**config.mk**
```make
export PLATFORM = sky130hd
export DESIGN_NAME = ovl_fire_collector_flat
export DESIGN_NICKNAME = d
export VERILOG_FILES = /design/src/rtl/ovl_fire_collector_if.sv /design/src/rtl/ovl_fire_collector.sv /design/src/flat_wrapper.sv
export SDC_FILE = /design/constraint.sdc
export NUM_CORES = 1
export LEC_CHECK = 0
export CORE_MARGIN = 2
export CORE_UTILIZATION = 46
export CTS_CLUSTER_SIZE = 20
export DETAILED_ROUTE_END_ITERATION = 7
export PLACE_DENSITY = 0.69
export SLEW_MARGIN = 30
export SYNTH_ARGS = -nofsm -noshare
export SYNTH_HDL_FRONTEND = slang
export SYNTH_SLANG_ARGS = --single-unit
```
**constraint.sdc**
```tcl
create_clock -name clk -period 7.4 [get_ports clk]
set_input_delay 1.11 -clock clk [delete_from_list [all_inputs] [get_ports clk]]
set_output_delay 1.11 -clock clk [all_outputs]
set_load 0.01 [all_outputs]
```
**src/rtl/ovl_fire_collector_if.sv**
```systemverilog
// ---------------------------------------------------------------------------
// ovl_fire_collector_if
// Record readout channel of the OVL fire collector (valid/ready).
//   rec_valid : head record present (collector -> consumer)
//   rec_ready : consumer accepts the head record (consumer -> collector)
//   rec_data  : {timestamp, fire snapshot} of the head record
// Modports: master = collector side, slave = consumer side.
// ---------------------------------------------------------------------------
interface ovl_fire_collector_if #(
    parameter int DATA_W = 28
) ();
    logic              rec_valid;
    logic              rec_ready;
    logic [DATA_W-1:0] rec_data;

    modport master (output rec_valid, output rec_data, input rec_ready);
    modport slave  (input rec_valid, input rec_data, output rec_ready);
endinterface

```
**src/rtl/ovl_fire_collector.sv**
```systemverilog
// ---------------------------------------------------------------------------
// ovl_fire_collector
// Samples the 3-bit fire buses of NUM_CHK OVL checkers, time-stamps every
// non-zero snapshot into a record FIFO read out over a valid/ready channel,
// and keeps per-checker saturating fail counters plus first-failure capture.
// Ports:
//   clk, reset_n  clock / asynchronous active-low reset
//   enable        capture fires and advance the timestamp
//   clear         synchronous clear of all state (wins over everything else)
//   fire_in       checker i at [3i+2:3i]: b0 assert, b1 xcheck, b2 cover
//   rec           record readout channel (master side)
//   fail_cnt      checker i fail count at [i*CNT_WIDTH +: CNT_WIDTH]
//   any_fail      sticky: some assert/xcheck fire seen
//   first_id      lowest checker index failing in the first failing cycle
//   first_ts      timestamp of the first failing cycle
//   overflow      sticky: a record was dropped on a full FIFO
//   drop_cnt      saturating count of dropped records
//   fifo_level    records currently held
// ---------------------------------------------------------------------------
module ovl_fire_collector #(
    parameter int NUM_CHK    = 4,
    parameter int FIFO_DEPTH = 8,
    parameter int TS_WIDTH   = 16,
    parameter int CNT_WIDTH  = 8
) (
    input  logic                               clk,
    input  logic                               reset_n,
    input  logic                               enable,
    input  logic                               clear,
    input  logic [3*NUM_CHK-1:0]               fire_in,
    ovl_fire_collector_if.master               rec,
    output logic [NUM_CHK*CNT_WIDTH-1:0]       fail_cnt,
    output logic                               any_fail,
    output logic [7:0]                         first_id,
    output logic [TS_WIDTH-1:0]                first_ts,
    output logic                               overflow,
    output logic [CNT_WIDTH-1:0]               drop_cnt,
    output logic [$clog2(FIFO_DEPTH):0]        fifo_level
);
    localparam int REC_W = TS_WIDTH + 3*NUM_CHK;
    localparam int PTR_W = $clog2(FIFO_DEPTH);
    localparam int LVL_W = PTR_W + 1;

    logic [TS_WIDTH-1:0]  ts_reg;
    logic [REC_W-1:0]     mem [FIFO_DEPTH];
    logic [PTR_W-1:0]     wr_ptr_reg, rd_ptr_reg;
    logic [LVL_W-1:0]     level_reg;
    logic                 any_fail_reg, overflow_reg;
    logic [7:0]           first_id_reg, low_id_next;
    logic [TS_WIDTH-1:0]  first_ts_reg;
    logic [CNT_WIDTH-1:0] drop_cnt_reg;
    logic [CNT_WIDTH-1:0] cnt_reg [NUM_CHK];
    logic [NUM_CHK-1:0]   fail_vec;

    logic capture, full, pop, push, drop;

    assign capture = enable && (|fire_in);
    assign full    = (level_reg == LVL_W'(FIFO_DEPTH));
    assign pop     = (level_reg != '0) && rec.rec_ready;
    // A full FIFO still accepts a record when the head leaves in the same cycle.
    assign push    = capture && (!full || pop);
    assign drop    = capture && full && !pop;

    // Outputs derive from registered state only; the data is forced to zero
    // while empty so reset/clear present an all-zero record port.
    assign rec.rec_valid = (level_reg != '0);
    assign rec.rec_data  = rec.rec_valid ? mem[rd_ptr_reg] : '0;
    assign fifo_level    = level_reg;
    assign any_fail      = any_fail_reg;
    assign first_id      = first_id_reg;
    assign first_ts      = first_ts_reg;
    assign overflow      = overflow_reg;
    assign drop_cnt      = drop_cnt_reg;

    // Record storage: no reset needed, contents are only visible when valid.
    always_ff @(posedge clk) begin
        if (push && !clear) begin
            mem[wr_ptr_reg] <= {ts_reg, fire_in};
        end
    end

    // Timestamp and FIFO bookkeeping.
    always_ff @(posedge clk or negedge reset_n) begin
        if (!reset_n) begin
            ts_reg       <= '0;
            wr_ptr_reg   <= '0;
            rd_ptr_reg   <= '0;
            level_reg    <= '0;
            overflow_reg <= 1'b0;
            drop_cnt_reg <= '0;
        end else if (clear) begin
            ts_reg       <= '0;
            wr_ptr_reg   <= '0;
            rd_ptr_reg   <= '0;
            level_reg    <= '0;
            overflow_reg <= 1'b0;
            drop_cnt_reg <= '0;
        end else begin
            if (enable) begin
                ts_reg <= ts_reg + 1'b1;
            end
            // Pointers wrap naturally because FIFO_DEPTH is a power of two.
            if (push) begin
                wr_ptr_reg <= wr_ptr_reg + 1'b1;
            end
            if (pop) begin
                rd_ptr_reg <= rd_ptr_reg + 1'b1;
            end
            if (push && !pop) begin
                level_reg <= level_reg + 1'b1;
            end else if (pop && !push) begin
                level_reg <= level_reg - 1'b1;
            end
            if (drop) begin
                overflow_reg <= 1'b1;
                if (drop_cnt_reg != '1) begin
                    drop_cnt_reg <= drop_cnt_reg + 1'b1;
                end
            end
        end
    end

    // Per-checker fail detection and saturating counters.
    for (genvar gi = 0; gi < NUM_CHK; gi++) begin : g_chk
        assign fail_vec[gi] = enable && (fire_in[3*gi] || fire_in[3*gi+1]);
        assign fail_cnt[gi*CNT_WIDTH +: CNT_WIDTH] = cnt_reg[gi];

        always_ff @(posedge clk or negedge reset_n) begin
            if (!reset_n) begin
                cnt_reg[gi] <= '0;
            end else if (clear) begin
                cnt_reg[gi] <= '0;
            end else if (fail_vec[gi] && (cnt_reg[gi] != '1)) begin
                cnt_reg[gi] <= cnt_reg[gi] + 1'b1;
            end
        end
    end

    // Lowest failing index: scan downward so the smallest index wins.
    always_comb begin
        low_id_next = '0;
        for (int i = NUM_CHK - 1; i >= 0; i--) begin
            if (fail_vec[i]) begin
                low_id_next = 8'(i);
            end
        end
    end

    // First-failure capture, frozen once any_fail is set.
    always_ff @(posedge clk or negedge reset_n) begin
        if (!reset_n) begin
            any_fail_reg <= 1'b0;
            first_id_reg <= '0;
            first_ts_reg <= '0;
        end else if (clear) begin
            any_fail_reg <= 1'b0;
            first_id_reg <= '0;
            first_ts_reg <= '0;
        end else if (!any_fail_reg && (|fail_vec)) begin
            any_fail_reg <= 1'b1;
            first_id_reg <= low_id_next;
            first_ts_reg <= ts_reg;
        end
    end
endmodule
```
**src/flat_wrapper.sv**
```systemverilog
// flat-port wrapper written by rule: the top's interface ports become plain ports
module ovl_fire_collector_flat 
#(
    parameter int NUM_CHK    = 4,
    parameter int FIFO_DEPTH = 8,
    parameter int TS_WIDTH   = 16,
    parameter int CNT_WIDTH  = 8
)
  (clk, reset_n, enable, clear, fire_in, fail_cnt, any_fail, first_id, first_ts, overflow, drop_cnt, fifo_level, rec_rec_valid, rec_rec_data, rec_rec_ready);
  ovl_fire_collector_if rec_i ();
  input  logic clk;
  input  logic reset_n;
  input  logic enable;
  input  logic clear;
  input  logic [3*NUM_CHK-1:0] fire_in;
  output logic [NUM_CHK*CNT_WIDTH-1:0] fail_cnt;
  output logic any_fail;
  output logic [7:0] first_id;
  output logic [TS_WIDTH-1:0] first_ts;
  output logic overflow;
  output logic [CNT_WIDTH-1:0] drop_cnt;
  output logic [$clog2(FIFO_DEPTH):0] fifo_level;
  output wire logic [$bits(rec_i.rec_valid)-1:0] rec_rec_valid;
  output wire logic [$bits(rec_i.rec_data)-1:0] rec_rec_data;
  input wire logic [$bits(rec_i.rec_ready)-1:0] rec_rec_ready;
  assign rec_rec_valid = rec_i.rec_valid;
  assign rec_rec_data = rec_i.rec_data;
  assign rec_i.rec_ready = rec_rec_ready;
  ovl_fire_collector #(.NUM_CHK(NUM_CHK), .FIFO_DEPTH(FIFO_DEPTH), .TS_WIDTH(TS_WIDTH), .CNT_WIDTH(CNT_WIDTH)) u_core (.clk(clk), .reset_n(reset_n), .enable(enable), .clear(clear), .fire_in(fire_in), .rec(rec_i), .fail_cnt(fail_cnt), .any_fail(any_fail), .first_id(first_id), .first_ts(first_ts), .overflow(overflow), .drop_cnt(drop_cnt), .fifo_level(fifo_level));
endmodule
```
=== After elaboration in Yosys (flattened, before gate mapping) ===
Memory sizes are Yosys's and may differ from the RTL's.
Cells that the tools add are included.

* Logic and storage cells: 107
* Bits in writable memories: 224
* Memories: 1
* Bits in registers: 92
* Bits of input ports: 17
* Output and inout bits: 99

{| class="wikitable"
|+ Memories
! memory !! words !! bits a word !! read ports !! clocked after memory_dff !! write ports !! line !! RTL
|-
| u_core.mem || 8 || 28 || 1 || 0 || 1 || ovl_fire_collector.sv:45 || <nowiki>logic [REC_W-1:0] mem [FIFO_DEPTH];</nowiki>
|}

* Equality and inequality tests: 6
* Reductions and logical operators: 42
* $add $sub $neg: 10
* Multiplexer cells: 35

{| class="wikitable"
|+ Operators by type and width
! cell !! number
|-
| two-way mux 8 bit || 13
|-
| two-way mux 16 bit || 4
|-
| adder 8 x 1 -> 8 bit (second input constant) || 5
|-
| != test 8 bit (second input constant) || 5
|-
| two-way mux 28 bit || 1
|-
| nonzero test 2 bit || 10
|-
| logical AND 1 bit || 17
|-
| adder 16 x 1 -> 16 bit (second input constant) || 1
|-
| two-way mux 3 bit || 4
|-
| two-way mux 4 bit || 3
|-
| OR reduction 12 bit || 1
|-
| two-way mux 2 bit || 4
|-
| adder 3 x 1 -> 3 bit (second input constant) || 2
|-
| two-way mux 1 bit || 6
|-
| zero test 1 bit || 5
|-
| logical OR 1 bit || 5
|-
| adder 4 x 1 -> 4 bit (second input constant) || 1
|-
| equality test 4 bit (second input constant) || 1
|-
| nonzero test 4 bit || 1
|-
| OR reduction 4 bit || 1
|-
| subtractor 4 x 1 -> 4 bit (second input constant) || 1
|-
| nonzero test 3 bit || 1
|-
| AND reduction 2 bit || 1
|}

=== Logic depth before layout (Yosys ltp) ===
* Depth after elaboration: 9
* Gate-level depth with buffers: 9
* Mapped depth without buffers: 9

=== Worst setup path after synthesis ===
Ideal clock, no wire load.

* Path type: input to register
* From: input port rec_rec_ready
* To: memory u_core.mem[6][0] in the netlist's numbering (enable)
* Required time: 6.917 ns
* Stages on the path: 4
* Data arrival time: 4.444 ns
* Buffers on the path: 1
* Library setup time: 0.483 ns
* Path slack: 2.473 ns
* Path through: clkbuf_1 -> nand3b_1 -> nand3b_1 -> nor4_1

* Word-level cells in the longest chain between the ends: 6

{| class="wikitable"
|+ RTL lines
! element !! line !! RTL
|-
| from (decl) || flat_wrapper.sv:25 || <nowiki>input wire logic [$bits(rec_i.rec_ready)-1:0] rec_rec_ready;</nowiki>
|-
| logical AND 1 bit || ovl_fire_collector.sv:59 || <nowiki>assign pop = (level_reg != '0) && rec.rec_ready;</nowiki>
|-
| logical OR 1 bit || ovl_fire_collector.sv:61 || <nowiki>assign push = capture && (!full || pop);</nowiki>
|-
| logical AND 1 bit || ovl_fire_collector.sv:61 ||
|-
| logical AND 1 bit || ovl_fire_collector.sv:77 || <nowiki>if (push && !clear) begin</nowiki>
|-
| two-way mux 1 bit || ovl_fire_collector.sv:77 ||
|-
| two-way mux 1 bit (implied by the code) || ovl_fire_collector.sv:78 || <nowiki>mem[wr_ptr_reg] <= {ts_reg, fire_in};</nowiki>
|-
| to (decl) || ovl_fire_collector.sv:45 ||
|}

No other way between the ends.

=== Final worst setup path ===
* From: register u_core.rd_ptr_reg[0]
* To: output port rec_rec_data[12]

* Word-level cells in the longest chain between the ends: 2

{| class="wikitable"
|+ RTL lines
! element !! line !! RTL
|-
| from (decl) || ovl_fire_collector.sv:46 || <nowiki>logic [PTR_W-1:0] wr_ptr_reg, rd_ptr_reg;</nowiki>
|-
| from (signal assigned) || ovl_fire_collector.sv:107 || <nowiki>rd_ptr_reg <= rd_ptr_reg + 1'b1;</nowiki>
|-
| memory (8 x 28 bit) || -- ||
|-
| two-way mux 28 bit || ovl_fire_collector.sv:67 || <nowiki>assign rec.rec_data = rec.rec_valid ? mem[rd_ptr_reg] : '0;</nowiki>
|-
| to (decl) || flat_wrapper.sv:24 || <nowiki>output wire logic [$bits(rec_i.rec_data)-1:0] rec_rec_data;</nowiki>
|}

No other way between the ends.

==> impl_metrics.yaml <==
clock_network:
  clock_latency_ns: 0.50
  cts_buffers: 34
  post_cts_buffers: 0
  cts_resized: 0
  ctsHoldBuffers: 0
  cts-root-buf: "clkbuf_16"
  clock_path_buffers: 3
  clkTransAtPathRegs_ns: 0.06
  cts_max_level: 2
  cts_sinks: 310
  cts_tree: "done"
route:
  drt-initial-drc-count: 666
  ant_nets: 0
  drc_errors: 0
  wirelength_mm: 26.0
  dr.pass1.iters: 5
  wl_per_cell_um: 19.5
  routed-via-count: 7202
  viasPerCell: 5.40
power:
  p_per_area_nw_per_um2: 301
  leakage_nw: 5.13
  peakVddDrop_mv: 0.144
finish:
  multi_input_area_um2: 3760
  largest_reg_flops: 224
  final_cell_mix: "edfxtp_1, clkdlybuf4s50_1, nor2_1"
  syn_to_final_growth_pct: 20.7
  top_register: "u_core.mem"
  fin_area_um2: 15500
  fin_nets: 959
  layout_commonest_cell: "edfxtp_1"
  layout-drive-gt1-share: 0.147
  diodes: 0
  ff_latch_area_um2: 8880
  fill_cells: 2223
floorplan:
  rows: 61
  die_h_um: 171
  dieArea_um2: 29200
  initial_core_util: 0.464
  core_um2: 27600
  die_w_um: 171
  io-pin-count: 116
timing:
  max_freq_ghz: 0.228
  fin_setup_tns_ns: 0
  worst_pin_slew_ns: 0.878
  holdWs_ns: 0.525
  rsz0062_at_grt: "false"
  hold_viol: 0
  slew_headroom: 0.415
  setup_slack_ns: 3.01
  fin_crit_ns: 4.39
  fin_skew_ns: 0.0122
  finalMaxSlewViolations: 0
  setup_viol_count_final: 0
  min_period_over_period: 0.593
logic_synthesis:
  synthArstFlopShare: 0.277
  synth_area_per_cell_um2: 15.9
  synthAdderAreaFrac: 0.0113
  synth_ff_type: "edfxtp_1"
  synth_edf_count: 224
  synthCells: 808
  yosys.area_share.simple: 0.0892
  synthMuxAreaShare: 0.129
  yosysWarnings: 0
  syn_area_um2: 12800
  ys_seq_area_frac: 0.693
  synth_top_family_by_area: "multiplexers"
  ys_types: 53
  ys_ff_latch: 310
  synth_compound_area_frac: 0.0273
  synth_xor_area_frac: 0.0321
setup_path:
  worstPathRequired_ns: 6.29
  path_class: "flip-flop to primary output"
  path_delay_family: "buffers and inverters"
  critPathSlowestCell: "dfrtp_4"
  slowest_delay_ns: 0.77
  reg2reg_from: "u_core.fifo_level[1]"
  ff2ff_path_depth: 9
  crit_buf_inv: 2
  r2r_end: "u_core.fifo_level[3]"
  worstPathArrival_ns: 3.28
  start_kind: "flip-flop"
  end_kind: "primary output"
  path_cells: "buf_4 > mux4_2 > mux2i_1 > nor2_1 > clkdlybuf4s50_1"
  crit_fanout: 32
  reg2reg_slack_ns: 4.70
worst_hold_path:
  hold_class: "input port to asynchronous set/reset pin"
grt:
  grt_pass1_vias: 7362
  antenna_found_initial: 0
  grtUsageTotal: 0.185
  grt_pass1_wl_mm: 41.4
  grt_max_degree: 85
  overflow: 0
placement:
  port-buffer-count: 109
  place_ws_ns: 3.18
  place_hpwl_mm: 15.3
  routabilityCongestion: 0.737
  postPlaceCellArea_um2: 14300
outcome:
  status: "finished, final reports clean"
run:
  cap_violations: 0
[routing by layer]
layer | vias to the layer above | GRT usage | part of all wire
li1 | 3298 | - | -
met1 | 3663 | 0.266 | 0.45
met2 | 210 | 0.284 | 0.46
met3 | 31 | 0.0497 | 0.069
met4 | 0 | 0.0438 | 0.016
met5 | - | 0 | 0
[cell families (layout without fill, tap and decap cells)]
family | Yosys count | in the layout
AOI/OAI and AO/OA | 55 | 55
xor gates and xnor gates | 47 | 47
adders and majority gates | 11 | 11
buffers and inverters | 49 | 191
DFF | 310 | 310
muxes | 95 | 95
other | 1 | 6
and+or+nand+nor | 240 | 240
[stage by stage]
| stage | std cells | power (mW) | util |
|---|---|---|---|
| final | 1333 | 4.66 | 0.560 |
| after global routing | 1333 | 4.88 | 0.560 |
| after CTS | 1333 | 4.72 | 0.560 |
| after detailed placement | 1273 | 3.02 | 0.519 |
| after global placement | 1273 | 3.01 | 0.519 |
| after floorplan | 813 | 2.61 | - |
[area by class of cell]
class,instances,area share
Sequential cell,310,0.574
Tap cell,378,0.0306
Inverter,8,0.00194
Multi-Input combinational cell,454,0.243
Timing Repair Buffer,123,0.0768
Clock inverter,16,0.0116
Clock buffer,44,0.0615
[where the power goes]
part,leakage [nW],internal (mW),switching (mW)
logic,1.50,0.514,0.450
clock network,0.551,1.05,0.656
registers,3.08,1.91,0.0823
[cells in the mapped netlist, drive strengths merged (8+ instances only)]
cell	number	area (um2)
a21oi	27	135
nand2	59	221
nor2	97	364
inv	8	30.0
xnor2	22	193
mux2i	37	370
ha	10	125
buf	18	108
edfxtp	224	6730
nand4	9	56.3
dfrtp	86	2150
nor3	13	86.3
xor2	25	219
o21ai	9	45.0
nand3	17	85.1
mux4	56	1260
clkbuf	23	86.3
[worst max-delay path by stage]
| stage | from | to | slack, ns | cells after the start |
|---|---|---|---|---|
| 3_5_place_dp | fire_in[7] | u_core.fifo_level[3] | 3.18 | 10 |
| 4_1_cts | u_core.rd_ptr_reg[0] | rec_rec_data[12] | 2.88 | 5 |
| 5_1_grt | u_core.rd_ptr_reg[0] | rec_rec_data[12] | 2.76 | 5 |
| 3_3_place_gp | fire_in[7] | u_core.fifo_level[3] | 3.22 | 10 |
| 2_1_floorplan | rec_rec_ready | u_core.mem[6][0] | 2.47 | 4 |
| 6_report | u_core.rd_ptr_reg[0] | rec_rec_data[12] | 3.01 | 5 |
Power figures use the tool's default switching activity.
